===== src/rtl/uart_axi_lite_master.sv =====
// uart_axi_lite_master
//   UART (8N1) command port that issues single 32-bit AXI4-Lite reads/writes.
//   Write frame: 0x57 ADDR[4] DATA[4] -> reply 0xA0|BRESP
//   Read frame:  0x52 ADDR[4]         -> reply 0xA0|RRESP RDATA[4]
//   Any other opcode                  -> reply 0xEE
// Ports:
//   clk, rst_n (sync, active-low), rx/tx (UART, idle high), busy (FSM not IDLE)
//   AW/W/B and AR/R AXI4-Lite master channels; addresses zero-extended.
module uart_axi_lite_master #(
    parameter int CLKS_PER_BIT   = 868,
    parameter int AXI_ADDR_WIDTH = 64,
    parameter int TIMEOUT_CYCLES = 16 * CLKS_PER_BIT * 10
) (
    input  logic                      clk,
    input  logic                      rst_n,
    input  logic                      rx,
    output logic                      tx,
    output logic                      busy,
    output logic [AXI_ADDR_WIDTH-1:0] aw_addr,
    output logic                      aw_valid,
    input  logic                      aw_ready,
    output logic [31:0]               w_data,
    output logic [3:0]                w_strb,
    output logic                      w_valid,
    input  logic                      w_ready,
    input  logic [1:0]                b_resp,
    input  logic                      b_valid,
    output logic                      b_ready,
    output logic [AXI_ADDR_WIDTH-1:0] ar_addr,
    output logic                      ar_valid,
    input  logic                      ar_ready,
    input  logic [31:0]               r_data,
    input  logic [1:0]                r_resp,
    input  logic                      r_valid,
    output logic                      r_ready
);
    localparam int CW = $clog2(CLKS_PER_BIT);
    localparam int TW = $clog2(TIMEOUT_CYCLES);
    localparam logic [CW-1:0] BIT_LAST  = CW'(CLKS_PER_BIT - 1);
    localparam logic [CW-1:0] HALF_LAST = CW'(CLKS_PER_BIT / 2 - 1);
    localparam logic [TW-1:0] TO_LAST   = TW'(TIMEOUT_CYCLES - 1);

    typedef enum logic [2:0] {RX_IDLE, RX_START, RX_DATA, RX_STOP, RX_WAIT_HIGH} rx_state_t;
    typedef enum logic [2:0] {IDLE, GET_ADDR, GET_DATA, AXI_WR, AXI_RD, SEND_RESP, SEND_ERR} state_t;

    logic            rx_s1_q, rx_s2_q;
    rx_state_t       rx_state_q, rx_state_d;
    logic [CW-1:0]   rx_cnt_q, rx_cnt_d;
    logic [2:0]      rx_bit_q, rx_bit_d;
    logic [7:0]      rx_sh_q, rx_sh_d;
    logic            rx_vld_q, rx_vld_d, rx_ferr_q, rx_ferr_d;

    logic [9:0]      tx_sh_q, tx_sh_d;
    logic [3:0]      tx_bits_q, tx_bits_d;
    logic [CW-1:0]   tx_cnt_q, tx_cnt_d;
    logic            tx_busy, tx_ready, tx_load;
    logic [7:0]      tx_byte;

    state_t          state_q, state_d;
    logic            is_wr_q, is_wr_d;
    logic [1:0]      byte_cnt_q, byte_cnt_d;
    logic [TW-1:0]   to_cnt_q, to_cnt_d;
    logic [31:0]     addr_q, addr_d, wdata_q, wdata_d, resp_q, resp_d;
    logic [2:0]      resp_left_q, resp_left_d;
    logic            aw_valid_q, aw_valid_d, w_valid_q, w_valid_d, b_ready_q, b_ready_d;
    logic            ar_valid_q, ar_valid_d, r_ready_q, r_ready_d;
    logic            aw_done_q, aw_done_d, w_done_q, w_done_d;
    logic            hs_aw, hs_w;

    // UART receiver: start validated at mid-bit, data/stop sampled at bit centres.
    always_comb begin
        rx_state_d = rx_state_q;
        rx_cnt_d   = rx_cnt_q;
        rx_bit_d   = rx_bit_q;
        rx_sh_d    = rx_sh_q;
        rx_vld_d   = 1'b0;
        rx_ferr_d  = 1'b0;
        case (rx_state_q)
            RX_IDLE: if (!rx_s2_q) begin
                rx_state_d = RX_START;
                rx_cnt_d   = '0;
            end
            RX_START: if (rx_cnt_q == HALF_LAST) begin
                rx_cnt_d   = '0;
                rx_bit_d   = '0;
                rx_state_d = rx_s2_q ? RX_IDLE : RX_DATA;
            end else rx_cnt_d = rx_cnt_q + 1'b1;
            RX_DATA: if (rx_cnt_q == BIT_LAST) begin
                rx_cnt_d = '0;
                rx_sh_d  = {rx_s2_q, rx_sh_q[7:1]};
                rx_bit_d = rx_bit_q + 1'b1;
                if (rx_bit_q == 3'd7) rx_state_d = RX_STOP;
            end else rx_cnt_d = rx_cnt_q + 1'b1;
            RX_STOP: if (rx_cnt_q == BIT_LAST) begin
                rx_cnt_d = '0;
                if (rx_s2_q) begin
                    rx_vld_d   = 1'b1;
                    rx_state_d = RX_IDLE;
                end else begin
                    rx_ferr_d  = 1'b1;
                    rx_state_d = RX_WAIT_HIGH;
                end
            end else rx_cnt_d = rx_cnt_q + 1'b1;
            RX_WAIT_HIGH: if (rx_s2_q) rx_state_d = RX_IDLE;
            default: rx_state_d = RX_IDLE;
        endcase
    end

    // UART transmitter. A new byte may be loaded on the last cycle of the
    // current stop bit so consecutive response bytes run without a gap.
    assign tx_busy  = (tx_bits_q != 4'd0);
    assign tx_ready = !tx_busy || (tx_bits_q == 4'd1 && tx_cnt_q == BIT_LAST);
    assign tx       = tx_busy ? tx_sh_q[0] : 1'b1;

    always_comb begin
        tx_sh_d   = tx_sh_q;
        tx_bits_d = tx_bits_q;
        tx_cnt_d  = tx_cnt_q;
        if (tx_busy) begin
            if (tx_cnt_q == BIT_LAST) begin
                tx_cnt_d  = '0;
                tx_bits_d = tx_bits_q - 1'b1;
                tx_sh_d   = {1'b1, tx_sh_q[9:1]};
            end else tx_cnt_d = tx_cnt_q + 1'b1;
        end
        if (tx_load) begin
            tx_sh_d   = {1'b1, tx_byte, 1'b0};
            tx_bits_d = 4'd10;
            tx_cnt_d  = '0;
        end
    end

    assign hs_aw = aw_valid_q && aw_ready;
    assign hs_w  = w_valid_q && w_ready;

    // Command FSM
    always_comb begin
        state_d     = state_q;
        is_wr_d     = is_wr_q;
        byte_cnt_d  = byte_cnt_q;
        to_cnt_d    = to_cnt_q;
        addr_d      = addr_q;
        wdata_d     = wdata_q;
        resp_d      = resp_q;
        resp_left_d = resp_left_q;
        aw_valid_d  = aw_valid_q;
        w_valid_d   = w_valid_q;
        b_ready_d   = b_ready_q;
        ar_valid_d  = ar_valid_q;
        r_ready_d   = r_ready_q;
        aw_done_d   = aw_done_q;
        w_done_d    = w_done_q;
        tx_load     = 1'b0;
        tx_byte     = 8'h00;
        case (state_q)
            IDLE: if (rx_vld_q) begin
                byte_cnt_d = '0;
                to_cnt_d   = '0;
                if (rx_sh_q == 8'h57 || rx_sh_q == 8'h52) begin
                    is_wr_d = (rx_sh_q == 8'h57);
                    state_d = GET_ADDR;
                end else begin
                    tx_load = 1'b1;
                    tx_byte = 8'hEE;
                    state_d = SEND_ERR;
                end
            end
            GET_ADDR, GET_DATA: begin
                if (rx_ferr_q) begin
                    state_d = IDLE;
                end else if (rx_vld_q) begin
                    to_cnt_d   = '0;
                    byte_cnt_d = byte_cnt_q + 1'b1;
                    if (state_q == GET_ADDR) addr_d  = {rx_sh_q, addr_q[31:8]};
                    else                     wdata_d = {rx_sh_q, wdata_q[31:8]};
                    if (byte_cnt_q == 2'd3) begin
                        if (state_q == GET_DATA) begin
                            state_d    = AXI_WR;
                            aw_valid_d = 1'b1;
                            w_valid_d  = 1'b1;
                            aw_done_d  = 1'b0;
                            w_done_d   = 1'b0;
                        end else if (is_wr_q) begin
                            state_d = GET_DATA;
                        end else begin
                            state_d    = AXI_RD;
                            ar_valid_d = 1'b1;
                        end
                    end
                end else if (to_cnt_q == TO_LAST) begin
                    state_d = IDLE;
                end else begin
                    to_cnt_d = to_cnt_q + 1'b1;
                end
            end
            AXI_WR: begin
                if (hs_aw) begin
                    aw_valid_d = 1'b0;
                    aw_done_d  = 1'b1;
                end
                if (hs_w) begin
                    w_valid_d = 1'b0;
                    w_done_d  = 1'b1;
                end
                if ((aw_done_q || hs_aw) && (w_done_q || hs_w)) b_ready_d = 1'b1;
                // Response byte is loaded on the handshake so the start bit follows next cycle.
                if (b_ready_q && b_valid) begin
                    b_ready_d   = 1'b0;
                    tx_load     = 1'b1;
                    tx_byte     = {6'b101000, b_resp};
                    resp_left_d = 3'd0;
                    state_d     = SEND_RESP;
                end
            end
            AXI_RD: begin
                if (ar_valid_q && ar_ready) begin
                    ar_valid_d = 1'b0;
                    r_ready_d  = 1'b1;
                end
                if (r_ready_q && r_valid) begin
                    r_ready_d   = 1'b0;
                    resp_d      = r_data;
                    resp_left_d = 3'd4;
                    tx_load     = 1'b1;
                    tx_byte     = {6'b101000, r_resp};
                    state_d     = SEND_RESP;
                end
            end
            SEND_RESP: begin
                if (resp_left_q != 3'd0) begin
                    if (tx_ready) begin
                        tx_load     = 1'b1;
                        tx_byte     = resp_q[7:0];
                        resp_d      = {8'h00, resp_q[31:8]};
                        resp_left_d = resp_left_q - 1'b1;
                    end
                end else if (!tx_busy) begin
                    state_d = IDLE;
                end
            end
            SEND_ERR: if (!tx_busy) state_d = IDLE;
            default: state_d = IDLE;
        endcase
    end

    always_ff @(posedge clk) begin
        if (!rst_n) begin
            rx_s1_q     <= 1'b1;
            rx_s2_q     <= 1'b1;
            rx_state_q  <= RX_IDLE;
            rx_cnt_q    <= '0;
            rx_bit_q    <= '0;
            rx_sh_q     <= '0;
            rx_vld_q    <= 1'b0;
            rx_ferr_q   <= 1'b0;
            tx_sh_q     <= '1;
            tx_bits_q   <= '0;
            tx_cnt_q    <= '0;
            state_q     <= IDLE;
            is_wr_q     <= 1'b0;
            byte_cnt_q  <= '0;
            to_cnt_q    <= '0;
            addr_q      <= '0;
            wdata_q     <= '0;
            resp_q      <= '0;
            resp_left_q <= '0;
            aw_valid_q  <= 1'b0;
            w_valid_q   <= 1'b0;
            b_ready_q   <= 1'b0;
            ar_valid_q  <= 1'b0;
            r_ready_q   <= 1'b0;
            aw_done_q   <= 1'b0;
            w_done_q    <= 1'b0;
        end else begin
            rx_s1_q     <= rx;
            rx_s2_q     <= rx_s1_q;
            rx_state_q  <= rx_state_d;
            rx_cnt_q    <= rx_cnt_d;
            rx_bit_q    <= rx_bit_d;
            rx_sh_q     <= rx_sh_d;
            rx_vld_q    <= rx_vld_d;
            rx_ferr_q   <= rx_ferr_d;
            tx_sh_q     <= tx_sh_d;
            tx_bits_q   <= tx_bits_d;
            tx_cnt_q    <= tx_cnt_d;
            state_q     <= state_d;
            is_wr_q     <= is_wr_d;
            byte_cnt_q  <= byte_cnt_d;
            to_cnt_q    <= to_cnt_d;
            addr_q      <= addr_d;
            wdata_q     <= wdata_d;
            resp_q      <= resp_d;
            resp_left_q <= resp_left_d;
            aw_valid_q  <= aw_valid_d;
            w_valid_q   <= w_valid_d;
            b_ready_q   <= b_ready_d;
            ar_valid_q  <= ar_valid_d;
            r_ready_q   <= r_ready_d;
            aw_done_q   <= aw_done_d;
            w_done_q    <= w_done_d;
        end
    end

    assign busy     = (state_q != IDLE);
    assign aw_addr  = {{(AXI_ADDR_WIDTH-32){1'b0}}, addr_q};
    assign ar_addr  = {{(AXI_ADDR_WIDTH-32){1'b0}}, addr_q};
    assign w_data   = wdata_q;
    assign w_strb   = 4'hF;
    assign aw_valid = aw_valid_q;
    assign w_valid  = w_valid_q;
    assign b_ready  = b_ready_q;
    assign ar_valid = ar_valid_q;
    assign r_ready  = r_ready_q;

endmodule


===== config.mk =====
export PLATFORM = sky130hd
export DESIGN_NAME = uart_axi_lite_master
export DESIGN_NICKNAME = d
export VERILOG_FILES = /design/src/rtl/uart_axi_lite_master.sv
export SDC_FILE = /design/constraint.sdc
export NUM_CORES = 1
export LEC_CHECK = 0
export CORE_MARGIN = 5
export CORE_UTILIZATION = 30
export CTS_CLUSTER_DIAMETER = 80
export DETAILED_ROUTE_END_ITERATION = 6
export SLEW_MARGIN = 15
export SYNTH_ARGS = -nofsm -noshare
export SYNTH_HDL_FRONTEND = slang
export SYNTH_SLANG_ARGS = --single-unit

===== constraint.sdc =====
create_clock -name clk -period 2.75 [get_ports clk]
set_clock_uncertainty 0.2 [all_clocks]
set_input_delay 0.55 -clock clk [delete_from_list [all_inputs] [get_ports clk]]
set_output_delay 0.55 -clock clk [all_outputs]
set_load 0.005 [all_outputs]

==> results of run 1 <==
layer usage:
| metal | up-vias | track usage, % | wire (um) |
|---|---|---|---|
| met5 | - | 0 | 0 |
| met3 | 14 | 4.04 | 1320 |
| met2 | 177 | 22.1 | 10800 |
| met4 | 0 | 2.36 | 123 |
| met1 | 3498 | 17.9 | 10700 |
| li1 | 3724 | - | - |
through the flow:
stage,area (um2),setup slack [ns],utilization [%]
4_1_cts,10900,0.0431,38.0
3_5_place_dp,10300,0.174,35.8
6_report,10900,0.106,38.0
3_3_place_gp,10300,0.193,35.8
2_1_floorplan,8990,0.354,-
5_1_grt,10900,0.00200,38.0
cell usage in the layout (no fill, tap or decap), drive strengths merged, types with 3 or more instances in the layout:
cell and n:
nand2 184, nand3 19, and4 7, nor4b 4, conb 68, clkinv 4, buf 40, nor2b 4
o31ai 4, nand3b 3, xnor2 14, or3b 4, a32oi 4, dfxtp 181, nor2 49, nor3b 5
nand2b 12, a31oi 8, a221o 3, xor2 9, nor4 7, clkdlybuf4s50 145, o21ai 28, o21a 4
inv 27, ha 12, mux2i 40, a211o 3, nand4 17, clkbuf 18, and3 12, a31o 3
or3 11, nor3 40, and2 3, o211ai 3, or4 4, a211oi 26, a21oi 105
critical path: stages, from the launching register on:
cell             delay (ns)
dfxtp_1                0.37
buf_4                  0.20
or3_1                  0.41
clkdlybuf4s50_1        0.48
where the power goes:
part,internal [mW],switching [mW]
Clock,1.35,1.20
Sequential,2.62,0.00373
Combinational,0.0805,0.103
Total,4.05,1.31
timing repair:
item,CTS,global route
resized for setup,5,0
setup endpoints to repair,2,0
setup buffers,0,0
cells in the mapped netlist, types with 7 or more instances:
cell type / count / area, um2
nand2_1: 183 / 687
dfxtp_1: 181 / 3620
a21oi_1: 105 / 526
buf_4: 100 / 751
nor2_1: 49 / 184
clkbuf_1: 47 / 176
mux2i_1: 40 / 400
nor3_1: 40 / 200
a211oi_1: 26 / 195
o21ai_0: 24 / 120
nand3_1: 19 / 95.1
inv_1: 18 / 67.6
nand4_1: 17 / 106
xnor2_1: 14 / 123
and3_1: 12 / 75.1
ha_1: 12 / 150
nand2b_1: 12 / 75.1
buf_2: 11 / 55.1
or3_1: 11 / 68.8
xor2_1: 9 / 78.8
a31oi_1: 8 / 50.1
and4_1: 7 / 61.3
nor4_1: 7 / 43.8
sequential cells by signal, summed over array words and instances (netlist names), 2 cells and up:
signal / flops
state_q: 3
addr_q: 32
tx_bits_q: 4
resp_left_q: 3
to_cnt_q: 18
resp_q: 32
rx_cnt_q: 10
byte_cnt_q: 2
tx_cnt_q: 10
rx_state_q: 3
rx_sh_q: 8
w_data: 32
rx_bit_q: 3
tx_sh_q: 9
worst max-delay path by stage:
stage	startpoint	end	slack, ns	depth (start not counted)
after floorplan	tx_bits_q[0]$_SDFFE_PP0P_	tx_sh_q[7]$_SDFFE_PN1P_	0.35	9
final	state_q[0]$_SDFFE_PN0P_	busy	0.11	3
after global placement	r_valid	state_q[2]$_SDFFE_PN0P_	0.19	6
after detailed placement	r_valid	state_q[2]$_SDFFE_PN0P_	0.17	6
after global routing	state_q[0]$_SDFFE_PN0P_	busy	0.002	3
after CTS	state_q[0]$_SDFFE_PN0P_	busy	0.04	3
logic make-up (layout without fill, tap and decap cells):
kind of cell / Yosys count / in the layout / synth area share, %
flip-flops: 181 / 181 / 41.5
AO/OA/AOI/OAI: 212 / 212 / 15.0
buffers and inverters: 180 / 236 / 12.5
AND/OR/NAND/NOR: 396 / 396 / 22.1
other: 2 / 68 / 0.0859
multiplexers: 42 / 42 / 4.84
XOR/XNOR: 23 / 23 / 2.30
adder cells (fa/ha/maj): 13 / 13 / 1.83
layout make-up:
type	count	area, um2	area share, %
Inverter	18	68.8	0.632
Sequential cell	181	3620	33.3
Multi-Input combinational cell	754	4290	39.4
Tap cell	384	480	4.41
Timing Repair Buffer	186	1810	16.6
Clock buffer	18	439	4.03
Clock inverter	14	179	1.64
==> results.py, run 1 <==
metrics = {
    "clock_network": {
        "clk_path_buf_depth": 2,
        "h-tree-depth": 4,
        "cts_root_buf": "clkbuf_16",
        "clk_pin_slew_ns": 0.07,
        "hold_buffers": 0,
        "cts_made_buffers": 17,
        "clk_latency_ns": 0.43,
        "clkSinkCount": 181,
        "cts_tree": "done",
    },
    "detailed_routing": {
        "drt_iter0_drc": 545,
        "drc": 0,
        "routed_wl_mm": 22.9,
        "post_drt_wl_per_cell_um": 14.7,
        "vias": 7413,
        "firstDrtPassIters": 4,
        "viasPerCell": 4.77,
        "antenna_left": 0,
    },
    "floorplanning": {
        "die_x_um": 181,
        "start_util_pct": 30.5,
        "dieHeight_um": 181,
        "row_count": 62,
        "ios": 215,
        "dieArea_um2": 32700,
        "core_um2": 28700,
    },
    "power": {
        "p_leak_nw": 3.99,
        "vdd_drop_max_v": 0.000363,
        "finalPower_mw": 5.35,
        "power.density_nw_per_um2": 491,
    },
    "placement": {
        "io_buffers": 146,
        "dp_hpwl_mm": 16.3,
        "place.gp.congestion": 0.804,
        "dp.cells": 1523,
    },
    "layout": {
        "drive_gt1_share_pct": 7.94,
        "finalNonFillerCells": 1555,
        "area_delta_synth_final_pct": 24.7,
        "nets": 1214,
        "num_antenna_cells": 0,
        "num-fill-cells": 2951,
    },
    "synth": {
        "synth_edf_count": 0,
        "synth_area_per_cell_um2": 8.33,
        "syn_area_um2": 8740,
        "ys_seq_elements": 181,
        "synth_cells": 1049,
        "async_flop_share_pct": 0,
        "synthDistinctLibCells": 74,
        "ys.flop_type": "dfxtp_1",
        "yosysSeqAreaShare_pct": 41.5,
        "yosysWarningCount": 0,
    },
    "timing": {
        "finalWorstPathRequiredPeriod_ns": 2.64,
        "max_freq_mhz": 378,
        "fin_setup_tns_ns": 0,
        "grt_setup_unrepaired": "false",
        "final.hold.worst_slack_ns": 0.211,
        "hold_violations": 0,
        "drv_slew": 0,
        "tightest_slew_ns": 0.646,
        "maxSlewHeadroom_pct": 56.9,
        "finalSetupViolations": 0,
        "fin_crit_sh_pct": 96.1,
    },
    "global_route": {
        "grt_max_degree": 64,
        "grt_use_total_pct": 13.5,
        "antenna_found_initial": 0,
        "grt_pass1_vias": 7033,
        "grt_overflow": 0,
        "grt_pass1_wl_mm": 37.2,
    },
    "setup_path": {
        "crit_fanout": 11,
        "required_ns": 2.00,
        "crit_type": "reg -> out",
        "cp-start-kind": "register",
        "r2r_slack_ns": 0.21,
        "ff2ff_path_depth": 9,
        "reg2reg_from": "tx_bits_q[0]$_SDFFE_PP0P_",
        "cp.arrival_ns": 1.89,
        "r2r-end": "tx_sh_q[6]$_SDFFE_PN1P_",
        "end_kind": "output pin",
    },
    "min_path": {
        "hp-start": "rx_s1_q$_SDFF_PN1_",
        "hp-class": "reg -> reg",
        "hold_path_end": "rx_s2_q$_SDFF_PN1_",
        "holdPathStages": 1,
    },
    "status": {
        "status": "complete, no violations",
    },
    "job": {
        "drv_cap": 0,
    },
}
No activity file was read; power rests on OpenSTA's default activity.
==> inputs of run 2 (changes only) <==
==> constraint.sdc (replaced) <==
create_clock -name clk -period 2.3 [get_ports clk]
set_clock_uncertainty 0.2 [all_clocks]
set_input_delay 0.46 -clock clk [delete_from_list [all_inputs] [get_ports clk]]
set_output_delay 0.46 -clock clk [all_outputs]
set_load 0.005 [all_outputs]
==> run 2 against run 1 <==
Net effect:
- sequential power up 20%
- via count rose by 2.9%
- critical path depth up 7
- count of clock-buffer cells in the layout down 1
- first-iteration DRC count decreased by 7.0%
- sequential cell count stayed put
- highest routed layer unchanged
==> results.py, run 2 (synthesis results as in run 1) <==
metrics = {
    "floorplanning": {
        "core_um2": 28700,
        "ios": 215,
        "dieArea_um2": 32700,
        "dieHeight_um": 181,
        "row_count": 62,
        "die_x_um": 181,
        "start_util_pct": 30.5,
    },
    "timing": {
        "timing.final.ws_setup_ns": 0.0377,
        "fin_crit_sh_pct": 98.4,
        "finalSetupViolations": 0,
        "grt_setup_unrepaired": "true",
        "finalWorstPathRequiredPeriod_ns": 2.26,
        "drv_slew": 0,
        "maxSlewHeadroom_pct": 61.6,
        "max_freq_mhz": 442,
        "fin_setup_tns_ns": 0,
        "tightest_slew_ns": 0.576,
        "hold_violations": 0,
    },
    "clock_network": {
        "clkSinkCount": 181,
        "clk_path_buf_depth": 2,
        "cts_root_buf": "clkbuf_16",
        "cts_tree": "done",
        "clk_latency_ns": 0.44,
        "h-tree-depth": 4,
        "clk_pin_slew_ns": 0.08,
        "hold_buffers": 0,
        "cts_made_buffers": 17,
    },
    "layout": {
        "drive_gt1_share_pct": 14.0,
        "num_antenna_cells": 0,
        "nets": 1260,
        "layout_commonest_cell": "nand2_1",
        "area_delta_synth_final_pct": 32.2,
        "mostFrequentLayoutCells": "nand2_1 (182), dfxtp_1 (172), clkdlybuf4s50_1 (144), a21oi_1 (104), conb_1 (68)",
    },
    "setup_path": {
        "crit_type": "reg -> reg",
        "crit_fanout": 5,
        "ff2ff_path_depth": 10,
        "startpoint": "tx_cnt_q[1]$_SDFFE_PP0P_",
        "crit_end": "tx_sh_q[2]$_SDFFE_PN1P_",
        "required_ns": 2.42,
        "r2r-end": "tx_sh_q[2]$_SDFFE_PN1P_",
        "end_kind": "register",
        "cp-start-kind": "register",
        "cp.arrival_ns": 2.38,
        "r2r_slack_ns": 0.04,
        "reg2reg_from": "tx_cnt_q[1]$_SDFFE_PP0P_",
    },
    "power": {
        "p_leak_nw": 4.33,
        "power_frac_seq_pct": 48.7,
        "power.internal_mw": 4.77,
        "power.density_nw_per_um2": 557,
        "vdd_drop_max_v": 0.000504,
        "p_switching_mw": 1.67,
        "power.share.clock_pct": 47.6,
        "switching_share_pct": 25.9,
        "pwr-share-comb_pct": 3.7,
    },
    "global_route": {
        "grt_max_degree": 67,
        "antenna_found_initial": 0,
        "grt_pass1_wl_mm": 37.2,
        "grt_pass1_vias": 7278,
        "grt_overflow": 0,
        "grt_use_total_pct": 13.4,
    },
    "detailed_routing": {
        "viasPerCell": 4.76,
        "firstDrtPassIters": 5,
        "routed_wl_mm": 23.1,
        "drt_iter0_drc": 507,
        "post_drt_wl_per_cell_um": 14.4,
        "drc": 0,
        "antenna_left": 0,
        "vias": 7625,
    },
    "min_path": {
        "hp-start": "rx_s1_q$_SDFF_PN1_",
        "hp-class": "reg -> reg",
    },
    "placement": {
        "dp_slack_ns": -0.149,
        "place.gp.congestion": 0.844,
        "io_buffers": 146,
        "dp_hpwl_mm": 16.2,
    },
    "job": {
        "drv_cap": 0,
    },
    "status": {
        "status": "complete, no violations",
    },
}
[run 2: cell count changes in the layout (fill, tap and decap cells not counted), moves of 4 or more]
cell,before,now
inv_12,1,5
buf_4,36,67
buf_12,4,11
buf_6,0,5
dfxtp_2,1,9
dfxtp_1,180,172
[run 2: final cells by class]
cell class                 instances  area, um2
multi-input combinational        754       4450
clock inverter                    15        211
inverter                          18       68.8
sequential                       181       3630
timing repair buffer             232       2290
clock buffer                      17        425
fill                            2897      17100
tap                              384        480
[run 2: worst min path at each step]
stage,to,depth (start not counted)
after CTS,rx_s2_q$_SDFF_PN1_,1
after global routing,rx_s2_q$_SDFF_PN1_,1
final,rx_s2_q$_SDFF_PN1_,1
after global placement,rx_s2_q$_SDFF_PN1_,1
after floorplan,rx_s2_q$_SDFF_PN1_,1
after detailed placement,rx_s2_q$_SDFF_PN1_,1
[run 2: stage by stage]
| stage | hold slack (ns) | cell area [um2] | instances | total power, mW | util [%] |
|---|---|---|---|---|---|
| 2_1_floorplan | 0.186 | 9010 | 1115 | 3.39 | - |
| 3_3_place_gp | 0.188 | 10600 | 1559 | 3.44 | 37.0 |
| 3_5_place_dp | 0.198 | 10600 | 1559 | 3.44 | 37.0 |
| 4_1_cts | 0.222 | 11300 | 1593 | 6.50 | 39.4 |
| 5_1_grt | 0.252 | 11600 | 1601 | 6.68 | 40.3 |
| 6_report | 0.218 | 11600 | 1601 | 6.44 | 40.3 |
[run 2: critical path, stage by stage (launching register included)]
cell and delay (ns):
dfxtp_2 0.34, ha_4 0.16, nand4bb_1 0.14, buf_4 0.14, nor4_4 0.04, buf_4 0.15
o21a_4 0.22, buf_6 0.13, buf_4 0.13, a211o_1 0.25, mux2_4 0.25
[run 2: per-layer routing]
layer | vias to the layer above | track usage [%] | part of all wire (%)
met2 | 167 | 22.0 | 48
met4 | 0 | 3.12 | 1.0
met5 | - | 0 | 0
li1 | 3809 | - | -
met3 | 19 | 3.06 | 4.2
met1 | 3630 | 18.0 | 47
[run 2: power groups by stage]
stage	clock network (mW)	registers [mW]	logic, mW
after CTS	3.14	3.14	0.231
final	3.06	3.14	0.235
after floorplan	0	3.21	0.185
after global routing	3.29	3.14	0.257
after global placement	0	3.21	0.230
after detailed placement	0	3.21	0.229
[run 2: repair_timing]
action,4_1_cts,5_1_grt
buffers inserted,1,5
resized for setup,13,43
setup endpoints to repair,41,84
pin swaps,0,12
cloned,1,3
==> inputs of run 3 (changes only) <==
--- a/config.mk
+++ b/config.mk
@@ -8,6 +8,7 @@
 export CORE_MARGIN = 5
 export CORE_UTILIZATION = 30
 export CTS_CLUSTER_DIAMETER = 80
+export CTS_CLUSTER_SIZE = 16
 export DETAILED_ROUTE_END_ITERATION = 6
 export SLEW_MARGIN = 15
 export SYNTH_ARGS = -nofsm -noshare
==> results of run 3 <==
Final layout, timing and power as in run 2 (identical DEF).
